**src/rtl/fixed_point_pkg.sv**
```systemverilog
// Shared fixed-point helpers: width derivation, round-half-up shift and narrowing (saturating or wrapping).
// Used by the dense/residual datapath stages.
package fixed_point_pkg;

    localparam int FXP_MAX_W = 64;
    typedef logic signed [FXP_MAX_W-1:0] fxp_t;

    function automatic int fxp_max(input int a, input int b);
        return (a > b) ? a : b;
    endfunction

    // Width of an aligned two-operand sum that can never overflow.
    function automatic int fxp_sum_w(input int din_w, input int din_f, input int bias_w, input int bias_f);
        return fxp_max(din_w, bias_w + (din_f - bias_f)) + 1;
    endfunction

    function automatic int fxp_cnt_w(input int depth);
        return (depth > 1) ? $clog2(depth) : 1;
    endfunction

    function automatic fxp_t fxp_round_shift(input fxp_t value, input int sh);
        if (sh <= 0)
            return value;
        return (value + (fxp_t'(1) <<< (sh - 1))) >>> sh;
    endfunction

    function automatic fxp_t fxp_narrow_sat(input fxp_t value, input int w);
        fxp_t hi;
        fxp_t lo;
        hi = (fxp_t'(1) <<< (w - 1)) - fxp_t'(1);
        lo = -(fxp_t'(1) <<< (w - 1));
        if (value > hi)
            return hi;
        if (value < lo)
            return lo;
        return value;
    endfunction

    // Keeps the low w bits, re-sign-extended so the caller can truncate safely.
    function automatic fxp_t fxp_narrow_wrap(input fxp_t value, input int w);
        fxp_t t;
        t = value <<< (FXP_MAX_W - w);
        return t >>> (FXP_MAX_W - w);
    endfunction

endpackage

```
**src/rtl/fixed_bias_add_stream_if.sv**
```systemverilog
// Stream bundle for the bias-add stage: matmul beat in, bias beat in, biased beat out.
interface fixed_bias_add_stream_if #(
    parameter int DATA_IN_PRECISION_0  = 32,
    parameter int BIAS_PRECISION_0     = 16,
    parameter int DATA_OUT_PRECISION_0 = 16,
    parameter int PARALLELISM_DIM_0    = 1
);
    logic signed [DATA_IN_PRECISION_0-1:0]  data_in  [PARALLELISM_DIM_0];
    logic                                   data_in_valid;
    logic                                   data_in_ready;
    logic signed [BIAS_PRECISION_0-1:0]     bias     [PARALLELISM_DIM_0];
    logic                                   bias_valid;
    logic                                   bias_ready;
    logic signed [DATA_OUT_PRECISION_0-1:0] data_out [PARALLELISM_DIM_0];
    logic                                   data_out_valid;
    logic                                   data_out_ready;
    logic                                   data_out_last;

    modport master (
        output data_in, data_in_valid, bias, bias_valid, data_out_ready,
        input  data_in_ready, bias_ready, data_out, data_out_valid, data_out_last
    );

    modport slave (
        input  data_in, data_in_valid, bias, bias_valid, data_out_ready,
        output data_in_ready, bias_ready, data_out, data_out_valid, data_out_last
    );
endinterface

```
**src/rtl/fixed_round_narrow.sv**
```systemverilog
// One lane of the output stage: round-half-up right shift, then narrow to the output width.
// Narrowing saturates when FIXED_BIAS_ADD_SAT_EN is defined, otherwise wraps.
module fixed_round_narrow
    import fixed_point_pkg::*;
#(
    parameter int IN_W  = 33,
    parameter int OUT_W = 16,
    parameter int SH    = 2
) (
    input  logic signed [IN_W-1:0]  i_val,
    output logic signed [OUT_W-1:0] o_val
);
    fxp_t w_wide;
    fxp_t w_rnd;
    fxp_t w_nar;

    always_comb begin
        w_wide = fxp_t'(i_val);
        w_rnd  = fxp_round_shift(w_wide, SH);
`ifdef FIXED_BIAS_ADD_SAT_EN
        w_nar  = fxp_narrow_sat(w_rnd, OUT_W);
`else
        w_nar  = fxp_narrow_wrap(w_rnd, OUT_W);
`endif
        o_val  = OUT_W'(w_nar);
    end
endmodule

```
**src/rtl/fixed_bias_add_stream.sv**
```systemverilog
// Adds the streamed dense-layer bias to the matmul output, 2-stage pipeline, full throughput.
// Output saturation is selected by the FIXED_BIAS_ADD_SAT_EN macro (wrap when undefined).
module fixed_bias_add_stream
    import fixed_point_pkg::*;
#(
    parameter int DATA_IN_PRECISION_0  = 32,
    parameter int DATA_IN_PRECISION_1  = 10,
    parameter int BIAS_PRECISION_0     = 16,
    parameter int BIAS_PRECISION_1     = 3,
    parameter int DATA_OUT_PRECISION_0 = 16,
    parameter int DATA_OUT_PRECISION_1 = 8,
    parameter int TENSOR_SIZE_DIM_0    = 32,
    parameter int PARALLELISM_DIM_0    = 1,
    parameter int DEPTH                = TENSOR_SIZE_DIM_0 / PARALLELISM_DIM_0
) (
    input  logic                     clk,
    input  logic                     rst,
    fixed_bias_add_stream_if.slave   io_stream
);
    localparam int P     = PARALLELISM_DIM_0;
    localparam int SUM_W = fxp_sum_w(DATA_IN_PRECISION_0, DATA_IN_PRECISION_1,
                                     BIAS_PRECISION_0, BIAS_PRECISION_1);
    localparam int BSH   = DATA_IN_PRECISION_1 - BIAS_PRECISION_1;
    localparam int SH    = DATA_IN_PRECISION_1 - DATA_OUT_PRECISION_1;
    localparam int CNT_W = fxp_cnt_w(DEPTH);
    localparam logic [CNT_W-1:0] CNT_LAST = CNT_W'(DEPTH - 1);

    if (BIAS_PRECISION_1 > DATA_IN_PRECISION_1) begin : g_chk_bias_frac
        $error("BIAS_PRECISION_1 must not exceed DATA_IN_PRECISION_1");
    end
    if (DATA_OUT_PRECISION_1 > DATA_IN_PRECISION_1) begin : g_chk_out_frac
        $error("DATA_OUT_PRECISION_1 must not exceed DATA_IN_PRECISION_1");
    end
    if ((TENSOR_SIZE_DIM_0 % PARALLELISM_DIM_0) != 0) begin : g_chk_par
        $error("PARALLELISM_DIM_0 must divide TENSOR_SIZE_DIM_0");
    end

    logic                            w_s1_ready;
    logic                            w_s2_ready;
    logic                            w_accept;
    logic signed [SUM_W-1:0]         w_sum     [P];
    logic signed [DATA_OUT_PRECISION_0-1:0] w_nar [P];

    logic                            r_vld_p1;
    logic                            r_last_p1;
    logic signed [SUM_W-1:0]         r_sum_p1  [P];
    logic [CNT_W-1:0]                r_cnt;

    logic                            r_vld_p2;
    logic                            r_last_p2;
    logic signed [DATA_OUT_PRECISION_0-1:0] r_dout_p2 [P];

    // Join both operand streams so the bias index can never drift from the matmul beat.
    assign w_s2_ready              = !r_vld_p2 || io_stream.data_out_ready;
    assign w_s1_ready              = !r_vld_p1 || w_s2_ready;
    assign w_accept                = io_stream.data_in_valid && io_stream.bias_valid && w_s1_ready;
    assign io_stream.data_in_ready = io_stream.bias_valid && w_s1_ready;
    assign io_stream.bias_ready    = io_stream.data_in_valid && w_s1_ready;

    always_comb begin
        for (int i = 0; i < P; i++) begin
            w_sum[i] = SUM_W'(io_stream.data_in[i]) + (SUM_W'(io_stream.bias[i]) <<< BSH);
        end
    end

    // Stage 1: aligned sum and row position.
    always_ff @(posedge clk) begin
        if (rst) begin
            r_vld_p1  <= 1'b0;
            r_last_p1 <= 1'b0;
            r_cnt     <= '0;
            for (int i = 0; i < P; i++) r_sum_p1[i] <= '0;
        end else begin
            if (w_s1_ready) r_vld_p1 <= w_accept;
            if (w_accept) begin
                r_last_p1 <= (r_cnt == CNT_LAST);
                r_cnt     <= (r_cnt == CNT_LAST) ? '0 : r_cnt + CNT_W'(1);
                for (int i = 0; i < P; i++) r_sum_p1[i] <= w_sum[i];
            end
        end
    end

    for (genvar g = 0; g < P; g++) begin : g_lane
        fixed_round_narrow #(
            .IN_W  (SUM_W),
            .OUT_W (DATA_OUT_PRECISION_0),
            .SH    (SH)
        ) u_round_narrow (
            .i_val (r_sum_p1[g]),
            .o_val (w_nar[g])
        );
    end

    // Stage 2: rounded, narrowed output register; held while downstream stalls.
    always_ff @(posedge clk) begin
        if (rst) begin
            r_vld_p2  <= 1'b0;
            r_last_p2 <= 1'b0;
            for (int i = 0; i < P; i++) r_dout_p2[i] <= '0;
        end else if (w_s2_ready) begin
            r_vld_p2 <= r_vld_p1;
            if (r_vld_p1) begin
                r_last_p2 <= r_last_p1;
                for (int i = 0; i < P; i++) r_dout_p2[i] <= w_nar[i];
            end
        end
    end

    assign io_stream.data_out_valid = r_vld_p2;
    assign io_stream.data_out_last  = r_last_p2;

    always_comb begin
        for (int i = 0; i < P; i++) io_stream.data_out[i] = r_dout_p2[i];
    end
endmodule

```
**src/flat_wrapper.sv**
```systemverilog
// flat-port wrapper written by rule: the top's interface ports become plain ports
module fixed_bias_add_stream_flat import fixed_point_pkg::*;
#(
    parameter int DATA_IN_PRECISION_0  = 32,
    parameter int DATA_IN_PRECISION_1  = 10,
    parameter int BIAS_PRECISION_0     = 16,
    parameter int BIAS_PRECISION_1     = 3,
    parameter int DATA_OUT_PRECISION_0 = 16,
    parameter int DATA_OUT_PRECISION_1 = 8,
    parameter int TENSOR_SIZE_DIM_0    = 32,
    parameter int PARALLELISM_DIM_0    = 1,
    parameter int DEPTH                = TENSOR_SIZE_DIM_0 / PARALLELISM_DIM_0
)
  (clk, rst, io_stream_data_in, io_stream_data_in_valid, io_stream_bias, io_stream_bias_valid, io_stream_data_out_ready, io_stream_data_in_ready, io_stream_bias_ready, io_stream_data_out, io_stream_data_out_valid, io_stream_data_out_last);
  fixed_bias_add_stream_if #(.DATA_IN_PRECISION_0(DATA_IN_PRECISION_0), .BIAS_PRECISION_0(BIAS_PRECISION_0), .DATA_OUT_PRECISION_0(DATA_OUT_PRECISION_0), .PARALLELISM_DIM_0(PARALLELISM_DIM_0)) io_stream_i ();
  input  logic clk;
  input  logic rst;
  input wire logic [$bits(io_stream_i.data_in)-1:0] io_stream_data_in;
  input wire logic [$bits(io_stream_i.data_in_valid)-1:0] io_stream_data_in_valid;
  input wire logic [$bits(io_stream_i.bias)-1:0] io_stream_bias;
  input wire logic [$bits(io_stream_i.bias_valid)-1:0] io_stream_bias_valid;
  input wire logic [$bits(io_stream_i.data_out_ready)-1:0] io_stream_data_out_ready;
  output wire logic [$bits(io_stream_i.data_in_ready)-1:0] io_stream_data_in_ready;
  output wire logic [$bits(io_stream_i.bias_ready)-1:0] io_stream_bias_ready;
  output wire logic [$bits(io_stream_i.data_out)-1:0] io_stream_data_out;
  output wire logic [$bits(io_stream_i.data_out_valid)-1:0] io_stream_data_out_valid;
  output wire logic [$bits(io_stream_i.data_out_last)-1:0] io_stream_data_out_last;
  assign io_stream_i.data_in = {>>{io_stream_data_in}};
  assign io_stream_i.data_in_valid = io_stream_data_in_valid;
  assign io_stream_i.bias = {>>{io_stream_bias}};
  assign io_stream_i.bias_valid = io_stream_bias_valid;
  assign io_stream_i.data_out_ready = io_stream_data_out_ready;
  assign io_stream_data_in_ready = io_stream_i.data_in_ready;
  assign io_stream_bias_ready = io_stream_i.bias_ready;
  assign io_stream_data_out = {>>{io_stream_i.data_out}};
  assign io_stream_data_out_valid = io_stream_i.data_out_valid;
  assign io_stream_data_out_last = io_stream_i.data_out_last;
  fixed_bias_add_stream #(.DATA_IN_PRECISION_0(DATA_IN_PRECISION_0), .DATA_IN_PRECISION_1(DATA_IN_PRECISION_1), .BIAS_PRECISION_0(BIAS_PRECISION_0), .BIAS_PRECISION_1(BIAS_PRECISION_1), .DATA_OUT_PRECISION_0(DATA_OUT_PRECISION_0), .DATA_OUT_PRECISION_1(DATA_OUT_PRECISION_1), .TENSOR_SIZE_DIM_0(TENSOR_SIZE_DIM_0), .PARALLELISM_DIM_0(PARALLELISM_DIM_0), .DEPTH(DEPTH)) u_core (.clk(clk), .rst(rst), .io_stream(io_stream_i));
endmodule
```
**config.mk**
```make
export PLATFORM = sky130hd
export DESIGN_NAME = fixed_bias_add_stream_flat
export DESIGN_NICKNAME = d
export VERILOG_FILES = /design/src/rtl/fixed_point_pkg.sv /design/src/rtl/fixed_bias_add_stream_if.sv /design/src/rtl/fixed_round_narrow.sv /design/src/rtl/fixed_bias_add_stream.sv /design/src/flat_wrapper.sv
export SDC_FILE = /design/constraint.sdc
export NUM_CORES = 1
export LEC_CHECK = 0
export CORE_AREA = 2 2 61 121
export CTS_CLUSTER_SIZE = 14
export DETAILED_ROUTE_END_ITERATION = 12
export DIE_AREA = 0 0 63 123
export DONT_BUFFER_PORTS = 1
export PLACE_DENSITY_LB_ADDON = 0.12
export SLEW_MARGIN = 10
export SYNTH_ARGS = -nofsm -noshare
export SYNTH_HDL_FRONTEND = slang
export SYNTH_SLANG_ARGS = --single-unit
```
**constraint.sdc**
```tcl
create_clock -name clk -period 3.1 [get_ports clk]
set_clock_uncertainty 0.1 [all_clocks]
set_input_delay 0.62 -clock clk [delete_from_list [all_inputs] [get_ports clk]]
set_output_delay 0.62 -clock clk [all_outputs]
set_load 0.01 [all_outputs]
```
==> impl_results.md, run 1 <==
* Status: completed
* Max-Slew Margin vs Limit at 50.1%
* Setup violations, final at 0
* Synthesis Warnings at 0
* Io pins at 73
* Hold_buf cts at 0
* Nets at 288
* Tcrit/Tclk final at 71.0%
* Layout cell share with drive strength beyond 1 at 11.3%
* Via Count at 1455
* DIE AREA at 7750 µm²
* Antenna diodes at 0
* Seq pwr share at 48.8%
* Clk slew on worst S/H paths at 0.06 ns
* Congestion Overflow GR at 0
* Num CTS Buffers at 5
* Worst-margin pin slew at 0.748 ns
* Largest net degree at the start of global routing at 18
* Global-route wire length before repair at 6490 µm
* RSZ-0062 raised after global routing: no
* Net Sw Frac at 21.7%
* CP peak stage delay at 0.39 ns
* Post-CTS Repair Setup Buffers at 0
* Detailed placer's ending HPWL at 2920 µm
* GRT Total Usage at 10.5%
* Area post-placement at 2430 µm²
* CP Launch Type: input pin
* Comb pwr share at 9.6%
* Yosys reg bits at 42
* Max Cap Violations at 0
* DRC viols at 0
* Clk sinks at 42
* Drt pass-1 iters at 4
* CP Capture Type: flop
* Buf/Inv on CP at 1
* Slew Viols, Final at 0
* Post-synth EDFFs at 33
* Ys async rst share at 0%
* Die Ht at 123 µm
* P_leak at 0.000995 µW
* Top_reg_cell synth: edfxtp_1
* Post-Route Setup TNS at 0 ns
* Power Internal at 1080 µW
* Rows at 43
* F_max at 454 MHz
* Tmin final at 2.20 ns
* Syn_nets at 285
* Crit-path slowest cell: fa_1
* H-tree Lvls at 2
* CP Max Fanout at 3
* WL/cell at 11.8 µm
* Crit path DAT at 2.12 ns
* CTS tree: done
* Design Area, Final at 2600 µm²
* Crit path max-delay family: compound AO/OA/AOI/OAI gates
* Worst min path class: in -> reg
* Clk pwr share at 41.6%
* Die X at 63 µm
* Syn avg cell area at 10.7 µm²
* Largest buffer count on any clock path at 2
* Setup CP Type: in -> reg
* Final GP Congestion at 0.707
* Drt via density at 4.66
* Total wire length at 3670 µm
* Initial core utilization at 34.2%
* Final antenna-violating net count at 0
* CP required at 3.02 ns
* Core ar. at 6830 µm²
* Worst vdd ir at 0.272 mV
* Clk_lat worst skew at 0.28 ns
* IO Port Bufs at 0
* Root Driver: clkbuf_16
* Initial DRC Count at 84
* Hold Violations, Final at 0
* Register area share after synthesis at 50.1%
* Synthesized cell area at 2340 µm²
* Number of library cell types mapped by synthesis at 44
* Post-Synthesis Cells at 218
* Vias in the first global route at 1493
* Initial antenna violation count at 0
* CTS resizes at 0
* Power per cell area at 529 nW/µm²
* Net Switching at 299 µW
* P&R area growth vs syn at 11.1%
* Crit path cell chain: ha_1 > inv_1 > fa_1 > nand2b_1 > a211o_1 > a21oi_2 > o21a_1 > nor3_2
## power by group through the flow
stage          Sequential [µW]  Clock [µW]  Combinational, µW
6_report                   670         571                133
5_1_grt                    674         613                152
4_1_cts                    671         587                135
3_5_place_dp               683           0                134
3_3_place_gp               682           0                132
2_1_floorplan              678           0                115
## area by class of cell
cell class	instances	area, µm²
fillers	686	4240
flip-flops and latches	42	1170
multi-input cells	164	1120
clock buffers	5	125
well taps	90	113
clock inverters	3	40.0
inverters	8	30.0
## kinds of logic (layout without fill, tap and decap cells)
logic type      count (synthesis)  in the layout  synth area share (%)
simple gates                   98             98                  22.4
flops                          42             42                  50.1
compound gates                 28             28                  8.35
xor+xnor                       20             20                  7.49
fa+ha+maj                      14             14                  7.82
buf+inv                        12             16                  2.09
mux                             4              4                  1.71
## worst register-to-register path, cell delays in order (launching register included)
cell and delay [ns]:
dfxtp_1 0.36, nand3b_2 0.15, nand3_2 0.26, nand2b_1 0.64
## final timing paths
| path | from | depth (start not counted) | end | slack (ns) |
|---|---|---|---|---|
| worst max register to register | u_core.io_stream.data_out_valid | 3 | u_core.r_sum_p1[0][17] | 1.22 |
| worst min-delay path | rst | 1 | u_core.r_last_p1 | 0.31 |
| worst min register to register | u_core.r_last_p1 | 2 | u_core.io_stream.data_out_last | 0.35 |
| worst max-delay path | io_stream_bias[0] | 8 | u_core.r_sum_p1[0][15] | 0.90 |
## registers in the layout, indices dropped and copies added, names as in the netlist
register / cells
u_core.r_sum_p1: 17
u_core.r_dout_p2: 16
u_core.r_cnt: 5
u_core.io_stream.data_out_last: 1
u_core.io_stream.data_out_valid: 1
u_core.r_last_p1: 1
u_core.r_vld_p1: 1
## stage by stage
stage	util (%)	setup WS [ns]	total power [µW]	hold slack, ns	instances
6_report	38.0	0.899	1370	0.305	312
5_1_grt	38.0	0.813	1440	0.294	312
4_1_cts	38.0	0.896	1390	0.300	312
3_5_place_dp	35.6	0.598	817	0.351	304
3_3_place_gp	35.6	0.634	814	0.343	304
2_1_floorplan	-	0.748	793	0.329	218
## synth_stat cells (2+ instances only)
| library cell | number | area, µm² |
|---|---|---|
| a211oi_2 | 2 | 25.0 |
| inv_1 | 8 | 30.0 |
| xor2_1 | 16 | 140 |
| dfxtp_1 | 9 | 180 |
| o21a_1 | 2 | 15.0 |
| o21bai_1 | 2 | 15.0 |
| and2_1 | 9 | 56.3 |
| a21oi_2 | 2 | 17.5 |
| nor3_1 | 4 | 20.0 |
| nand3_1 | 8 | 40.0 |
| mux2i_1 | 4 | 40.0 |
| nand2b_1 | 5 | 31.3 |
| nor2_1 | 34 | 128 |
| nand2_1 | 14 | 52.6 |
| edfxtp_1 | 33 | 991 |
| buf_2 | 3 | 15.0 |
| nor3b_1 | 2 | 15.0 |
| nor2_2 | 4 | 25.0 |
| a21o_1 | 4 | 30.0 |
| xnor2_1 | 4 | 35.0 |
| o31ai_1 | 2 | 15.0 |
| a21oi_1 | 9 | 45.0 |
| nand4_1 | 4 | 25.0 |
| ha_1 | 13 | 163 |
| and3_1 | 2 | 12.5 |
## metal layers
| layer | part of all wire [%] | global-route usage [%] |
|---|---|---|
| met2 | 51 | 19.1 |
| met1 | 42 | 11.3 |
| met4 | 1.9 | 4.58 |
| met5 | 0 | 0 |
| met3 | 4.6 | 2.82 |
## layout by cell type (no fill, tap or decap), types with 4 or more instances in the layout
cell type / count
nand4_1: 4
a21o_1: 4
nand2_1: 14
ha_1: 13
mux2i_1: 4
nor2_2: 4
inv_1: 8
xnor2_1: 4
clkbuf_16: 5
edfxtp_1: 33
nor3_1: 4
nand3_1: 8
nand2b_1: 5
and2_1: 9
xor2_1: 16
dfxtp_1: 9
nor2_1: 34
a21oi_1: 9
Note: power is estimated with default switching activity, not from simulation.
==> run 2: changes to the inputs <==
Clock period 3.1 ns to 2 ns, I/O delays scaled along.
==> run 2 against run 1 <==
Compared with the run above: worst setup slack got worse by 0.71 ns; non-clock buffer count rose by 11; via count rose by 3.4%; wire length rose by 2.1%; total power rose by 49%; clock power rose by 38%; critical endpoint unchanged; largest cell class unchanged.
==> impl_results.md, run 2 (synthesis gave the netlist of run 1 again) <==
* Status: completed
* P_leak at 0.00104 µW
* DIE AREA at 7750 µm²
* P&R area growth vs syn at 14.8%
* Hold Violations, Final at 0
* Most frequent cells in the layout: nor2_1 (34), edfxtp_1 (33), xor2_1 (16), nand2_1 (14), ha_1 (12)
* Setup CP Type: in -> reg
* Final GP Congestion at 0.723
* Setup violations, final at 0
* Crit path DAT at 1.74 ns
* Crit-path slowest cell: fa_2
* CP peak stage delay at 0.35 ns
* GRT Total Usage at 10.9%
* H-tree Lvls at 2
* Num CTS Buffers at 5
* CP Max Fanout at 3
* Clk slew on worst S/H paths at 0.05 ns
* F_max at 551 MHz
* Io pins at 73
* Antenna diodes at 0
* Tcrit/Tclk final at 90.7%
* Clk sinks at 42
* Via Count at 1504
* Rows at 43
* Top routing layer in use: met4
* Commonest non-fill, non-tap cell in the layout: nor2_1
* Worst min path class: in -> reg
* Power per cell area at 764 nW/µm²
* Root Driver: clkbuf_16
* Wire length on met2 at 1950 µm
* Die X at 63 µm
* Filler instances at 689
* CP Capture Type: flop
* Nets at 299
* Core ar. at 6830 µm²
* Tmin final at 1.81 ns
* Core Util, Final at 39.3%
* Hold_buf cts at 0
* Max-Slew Margin vs Limit at 77.7%
* Slew Viols, Final at 0
* Clk_lat worst skew at 0.28 ns
* Vias in the first global route at 1538
* Reg area at 1170 µm²
* Global-route wire length before repair at 6640 µm
* Crit path cell chain: ha_4 > inv_2 > fa_2 > nand2b_4 > a211o_1 > a21oi_2 > o21a_1 > nor3_2
* Congestion Overflow GR at 0
* Layout cell share with drive strength beyond 1 at 16.7%
* Total wire length at 3740 µm
* Worst-margin pin slew at 0.333 ns
* Largest register FFs at 17
* Drt via density at 4.66
* IO Port Bufs at 0
* Detailed placer's ending HPWL at 3000 µm
* CP required at 1.92 ns
* Die Ht at 123 µm
* Final antenna-violating net count at 0
* Area post-placement at 2540 µm²
* Multi-input gate area at 1140 µm²
* DRC viols at 0
* Most flops, register: u_core.r_sum_p1
* Largest net degree at the start of global routing at 18
* Design Area, Final at 2680 µm²
* WL/cell at 11.6 µm
* Initial core utilization at 34.2%
* CTS tree: done
* CP Launch Type: input pin
* Met3 WL at 156 µm
* Crit path max-delay family: compound AO/OA/AOI/OAI gates
* Initial antenna violation count at 0
* Drt pass-1 iters at 3
* Buf/Inv on CP at 1
* CTS resizes at 0
* Initial DRC Count at 52
* Largest buffer count on any clock path at 2
* Post-CTS Repair Setup Buffers at 0
* Top flop regs: u_core.r_sum_p1: 17 flops, u_core.r_dout_p2: 16 flops, u_core.r_cnt: 5 flops
* RSZ-0062 raised after global routing: no
* Max Cap Violations at 0
* Worst vdd ir at 0.351 mV
* Post-Route Setup TNS at 0 ns
* Wl on met1 at 1540 µm
==> run 2: per-layer routing <==
layer	GRT usage (%)	vias up
li1	-	799
met1	11.5	655
met2	19.8	44
met3	2.37	6
met4	6.25	0
met5	0	-
==> run 2: worst paths after layout <==
kind	to	depth (start not counted)	slack (ns)	from
max	u_core.r_sum_p1[0][15]	8	0.19	io_stream_bias[0]
min	u_core.r_vld_p1	1	0.09	rst
max reg2reg	u_core.r_dout_p2[0][15]	7	0.34	u_core.r_sum_p1[0][1]
min reg2reg	u_core.io_stream.data_out_last	2	0.36	u_core.r_last_p1
==> run 2: final cells by class <==
class / count / area share, %
inverters: 8 / 1.12
flip-flops and latches: 42 / 43.6
clock inverters: 1 / 0.186
multi-input cells: 164 / 42.5
repair buffers: 11 / 3.08
well taps: 90 / 4.20
clock buffers: 7 / 5.31
==> run 2: per-stage QoR <==
stage / instances / power, µW / hold WS (ns) / setup WS (ns)
after detailed placement: 315 / 1290 / 0.348 / -0.103
after floorplan: 218 / 1230 / 0.329 / -0.0462
after CTS: 323 / 2080 / 0.0770 / 0.183
final: 323 / 2050 / 0.0861 / 0.185
after global placement: 315 / 1280 / 0.343 / -0.105
after global routing: 323 / 2160 / 0.0793 / 0.0840
==> run 2: where the power goes <==
group	switching (µW)	total, µW	internal [µW]	leakage, µW
combinational	122	226	104	0.000549
sequential	41.8	1040	997	0.000421
clock	292	786	494	0.0000739
total	456	2050	1590	0.00104
==> run 2: worst register-to-register path, stage by stage (launching register included) <==
cell and delay [ns]:
edfxtp_1 0.41, ha_1 0.25, nand3_1 0.13, nor2_1 0.06, buf_4 0.15, nand3_1 0.10, xor2_1 0.18, nor2_2 0.04
